<file path="config.mk">
export PLATFORM = sky130hd
export DESIGN_NAME = flush_queue
export DESIGN_NICKNAME = d
export VERILOG_FILES = /design/src/rtl/flush_queue.sv
export SDC_FILE = /design/constraint.sdc
export NUM_CORES = 1
export LEC_CHECK = 0
export ABC_AREA = 1
export ABC_CLOCK_PERIOD_IN_PS = 6100
export CAP_MARGIN = 20
export CORE_MARGIN = 2
export CORE_UTILIZATION = 54
export CTS_CLUSTER_DIAMETER = 60
export CTS_CLUSTER_SIZE = 28
export DETAILED_ROUTE_END_ITERATION = 16
export PLACE_DENSITY = 0.81
export SLEW_MARGIN = 5
export SYNTH_ARGS = -nofsm -noshare
export SYNTH_HDL_FRONTEND = slang
export SYNTH_SLANG_ARGS = --single-unit
</file>
<file path="constraint.sdc">
create_clock -name CLK -period 6.1 [get_ports CLK]
set_clock_uncertainty 0.1 [all_clocks]
set_input_delay 1.22 -clock CLK [delete_from_list [all_inputs] [get_ports CLK]]
set_output_delay 1.22 -clock CLK [all_outputs]
set_load 0.01 [all_outputs]
</file>
<file path="src/rtl/flush_queue.sv">
// flush_queue: synchronous FWFT circular-buffer queue with a synchronous flush,
// an occupancy count, an almost-full flag and sticky overflow/underflow flags.
module flush_queue #(
    parameter int unsigned WIDTH     = 97,
    parameter int unsigned DEPTH     = 4,
    parameter int unsigned AFULL_TH  = 3,
    parameter int unsigned CNT_WIDTH = $clog2(DEPTH + 1)
) (
    input  logic                 CLK,
    input  logic                 RST,
    input  logic                 sync_q_wen,
    input  logic [WIDTH-1:0]     sync_q_wdata,
    output logic                 sync_q_wok,
    input  logic                 sync_q_ren,
    output logic [WIDTH-1:0]     sync_q_rdata,
    output logic                 sync_q_rok,
    input  logic                 sync_q_flush,
    output logic [CNT_WIDTH-1:0] sync_q_count,
    output logic                 sync_q_afull,
    output logic                 sync_q_ovf,
    output logic                 sync_q_udf
);

    localparam int unsigned PTR_W = $clog2(DEPTH);

    logic [WIDTH-1:0]     mem [DEPTH];
    logic [PTR_W-1:0]     wr_ptr;
    logic [PTR_W-1:0]     rd_ptr;
    logic [CNT_WIDTH-1:0] count;
    logic [CNT_WIDTH-1:0] count_nxt;
    logic                 wr_acc;
    logic                 rd_acc;

    // Accept decisions and next occupancy; flush overrides all traffic.
    always_comb begin
        wr_acc    = 1'b0;
        rd_acc    = 1'b0;
        count_nxt = count;
        if (sync_q_flush) begin
            count_nxt = '0;
        end else begin
            wr_acc = sync_q_wen & sync_q_wok;
            rd_acc = sync_q_ren & sync_q_rok;
            case ({wr_acc, rd_acc})
                2'b10:   count_nxt = count + CNT_WIDTH'(1);
                2'b01:   count_nxt = count - CNT_WIDTH'(1);
                default: count_nxt = count;
            endcase
        end
    end

    // Pointers, count, status flags (flags track the next count so they
    // always equal the decode of the registered count) and sticky errors.
    always_ff @(posedge CLK or posedge RST) begin
        if (RST) begin
            wr_ptr       <= '0;
            rd_ptr       <= '0;
            count        <= '0;
            sync_q_wok   <= 1'b1;
            sync_q_rok   <= 1'b0;
            sync_q_afull <= 1'b0;
            sync_q_ovf   <= 1'b0;
            sync_q_udf   <= 1'b0;
        end else begin
            if (sync_q_flush) begin
                wr_ptr <= '0;
                rd_ptr <= '0;
            end else begin
                if (wr_acc) begin
                    wr_ptr <= wr_ptr + PTR_W'(1);
                end
                if (rd_acc) begin
                    rd_ptr <= rd_ptr + PTR_W'(1);
                end
                if (sync_q_wen && !sync_q_wok) begin
                    sync_q_ovf <= 1'b1;
                end
                if (sync_q_ren && !sync_q_rok) begin
                    sync_q_udf <= 1'b1;
                end
            end
            count        <= count_nxt;
            sync_q_wok   <= (count_nxt != CNT_WIDTH'(DEPTH));
            sync_q_rok   <= (count_nxt != '0);
            sync_q_afull <= (count_nxt >= CNT_WIDTH'(AFULL_TH));
        end
    end

    // Entry storage; contents survive flush and reset.
    always_ff @(posedge CLK) begin
        if (wr_acc) begin
            mem[wr_ptr] <= sync_q_wdata;
        end
    end

    assign sync_q_rdata = mem[rd_ptr];
    assign sync_q_count = count;

endmodule

</file>
==> impl_metrics.tcl <==
set metrics [dict create \
    outcome "complete, no violations" \
    setup_tns_ns 0 \
    finalCritPeriodShare_pct 73.9 \
    grt_most_used_layer "met2" \
    synth.area.top_cells "edfxtp_1 78%, nor2_1 5.1%, o21ai_0 4.6%, o22ai_1 4.1%, o21ai_1 2.1%" \
    insertion_delay_ns 0.55 \
    worstRegToRegCells 3 \
    drt_wl_total_um 31100 \
    hold_slack_ns 0.392 \
    cts.sinks 400 \
    r2r_end "mem[3][28]$_DFFE_PP_" \
    p_leak_nw 6.03 \
    timing.slew.headroom_pct 29.3 \
    rows 60 \
    slowest_delay_ns 0.81 \
    start_util_pct 55.2 \
    tightest_slew_ns 1.06 \
    avgViaCountPerCell 5.64 \
    post-cts-setup-buffer-count 0 \
    ir_drop_v 0.000318 \
    post-route-drc-count 0 \
    switchingPower_mw 1.85 \
    drv_cap 0 \
    root_buffer "clkbuf_16" \
    synth_flop_cell "edfxtp_1" \
    regArea_mm2 0.0120 \
    pre_cts_ws_ns 1.86 \
    syn_area_mm2 0.0150 \
    cts_buffer_depth 3 \
    fp.dieW_um 170 \
    slew_viol_final 0 \
    hpwl_um 17600 \
    grt_overflow_total 0 \
    power.share.combinational_pct 20.5 \
    grt_max_degree 157 \
    crit_path_top_delay_cell "dfrtp_4" \
    use_met1_pct 27.0 \
    drive_gt1_share_pct 5.97 \
    nFillCells 1810 \
    syn_nets 1121 \
    vias 9000 \
    ios 207 \
    cp_data_arrival_time_ns 3.19 \
    cp_cell_sequence "buf_4 -> o21ai_0 -> o22ai_1 -> clkdlybuf4s50_1" \
    r2r_start "sync_q_wok$_DFF_PP1_" \
    place.gp.congestion 0.762 \
    crit_type "reg2out" \
    drt_iter0_markers 779 \
    syn-mean-instance-area_um2 14.8 \
    use_met2_pct 35.0 \
    synth-edff-count 388 \
    use_met3_pct 7.30 \
    wire_per_inst_um 19.5 \
    grt_pass1_wl_um 47800 \
    antenna_found_initial 2 \
    synthTopCellsByCount "388 x edfxtp_1, 205 x nor2_1, 136 x o21ai_0" \
    final_cell_area_mm2 0.0183 \
    cp-end-kind "output pin" \
    dieArea_mm2 0.0290 \
    period_needed_ns 4.51 \
    required_ns 4.78 \
    synth_cell_types 21 \
    ys_ff_latch 400 \
    clk_pin_slew_ns 0.09 \
    setup_violations 0 \
    hold_path_class "reg2reg" \
    cts_tree "yes" \
    core_mm2 0.0271 \
    fmax_ghz 0.222 \
    cp-start-kind "flop" \
    async_reset_ff_share_pct 3.00 \
    dr.pass1.iters 5 \
    cts_resized 0 \
    grt_pass1_vias 8993 \
    finalHoldViolCount 0 \
    rsz0062_at_grt "no" \
    multi_input_area_mm2 0.00260 \
    ys_seq_area_share_pct 79.9 \
    crit_end "sync_q_rdata[93]" \
    cp_max_fo 79 \
    cts_buffers 27 \
    sw_frac_of_total_pct 28.3 \
    clockPowerShare_pct 30.0 \
    intPower_mw 4.67 \
    layout.nets 1310 \
    fin_ws_ns 1.59 \
    critPathLaunch "rd_ptr[0]$_DFFE_PP0P_" \
    synth_most_common_cell "edfxtp_1" \
    die_y_um 170 \
    synth_area_leader_cell "edfxtp_1" \
    grt.total_usage_pct 21.3 \
    ant_nets 0 \
    hold_buffers 0 \
    yosysWarnings 0 \
    syn2layout_area_growth_pct 22.6 \
    power_density_mw_per_mm2 355 \
    h-tree-depth 1 \
    placed_area_mm2 0.0173 \
    synthCells 1013 \
    seqPwrFrac_pct 49.4 \
    synth_top_area_share_pct 77.9 \
    io_buffers 206 \
    rrSetupSlack_ns 3.34 \
]
==> per-layer routing <==
layer  wire length, µm  part of all wire [%]  up-vias
met5                16                 0.051        -
met4               814                   2.6        2
met3              3120                    10       62
met2             14600                    47      332
met1             12500                    40     4416
li1                  -                     -     4188
==> registers in the layout, summed over array words and instances, names as in the netlist <==
signal and count:
mem 388, sync_q_count 3, rd_ptr 2, wr_ptr 2, sync_q_afull 1, sync_q_ovf 1, sync_q_rok 1, sync_q_udf 1
sync_q_wok 1
==> metrics by stage <==
step	util [%]	cells	total power, mW
after CTS	67.5	1593	6.54
after detailed placement	63.9	1544	4.61
final	67.6	1596	6.51
after global placement	63.9	1544	4.58
after global routing	67.6	1594	6.78
after floorplan	-	1013	3.95
==> placed cells by master (no fill, tap or decap), types with 2 or more instances in the layout <==
cell type and instances:
o21ai_0 136, nor2_1 201, clkdlybuf4s50_1 206, diode_2 2
clkinv_8 8, a21oi_1 3, o21ai_1 62, buf_4 12
inv_12 4, dfrtp_1 9, o22ai_1 97, o21bai_1 3
inv_8 5, inv_16 2, clkbuf_16 27, ha_1 5
nand2_1 16, edfxtp_1 388, nand3_1 4, buf_12 3
inv_1 15, nor2_4 4
==> power by group through the flow <==
stage / registers (mW) / clock network [mW] / logic [mW]
after floorplan: 3.28 / 0 / 0.678
after global placement: 3.28 / 0 / 1.30
after detailed placement: 3.28 / 0 / 1.33
after CTS: 3.22 / 1.98 / 1.34
after global routing: 3.23 / 2.09 / 1.45
final: 3.22 / 1.96 / 1.34
==> worst max-delay path: cells and delay by family (launching register included) <==
family                 cells  cell delay (ns)
AOI/OAI and AO/OA          2             0.52
buffers and inverters      2             1.31
DFF                        1             0.81
==> how the worst min path moves through the flow <==
stage / from / endpoint / depth (start not counted)
global placement: sync_q_udf$_DFFE_PP0P_ / sync_q_udf$_DFFE_PP0P_ / 1
floorplan: sync_q_rok$_DFF_PP0_ / sync_q_udf$_DFFE_PP0P_ / 1
finish: sync_q_rok$_DFF_PP0_ / sync_q_udf$_DFFE_PP0P_ / 1
CTS: sync_q_rok$_DFF_PP0_ / sync_q_udf$_DFFE_PP0P_ / 1
detailed placement: sync_q_udf$_DFFE_PP0P_ / sync_q_udf$_DFFE_PP0P_ / 1
global route: sync_q_rok$_DFF_PP0_ / sync_q_udf$_DFFE_PP0P_ / 1
==> kinds of logic after synthesis <==
kind of cell / synth area share [%]
adders and majority gates: 0.552
and+or+nand+nor: 5.72
buffers and inverters: 2.89
AOI/OAI and AO/OA: 10.9
DFF: 79.9
==> area by class of cell <==
type,instances,area share (%)
multi-input combinational,533,14.2
tap,372,2.54
sequential,400,65.2
clock inverter,21,1.68
timing repair buffer,222,12.2
antenna,2,0.0273
inverter,18,0.396
clock buffer,28,3.71
No activity file was read; power rests on OpenSTA's default activity.
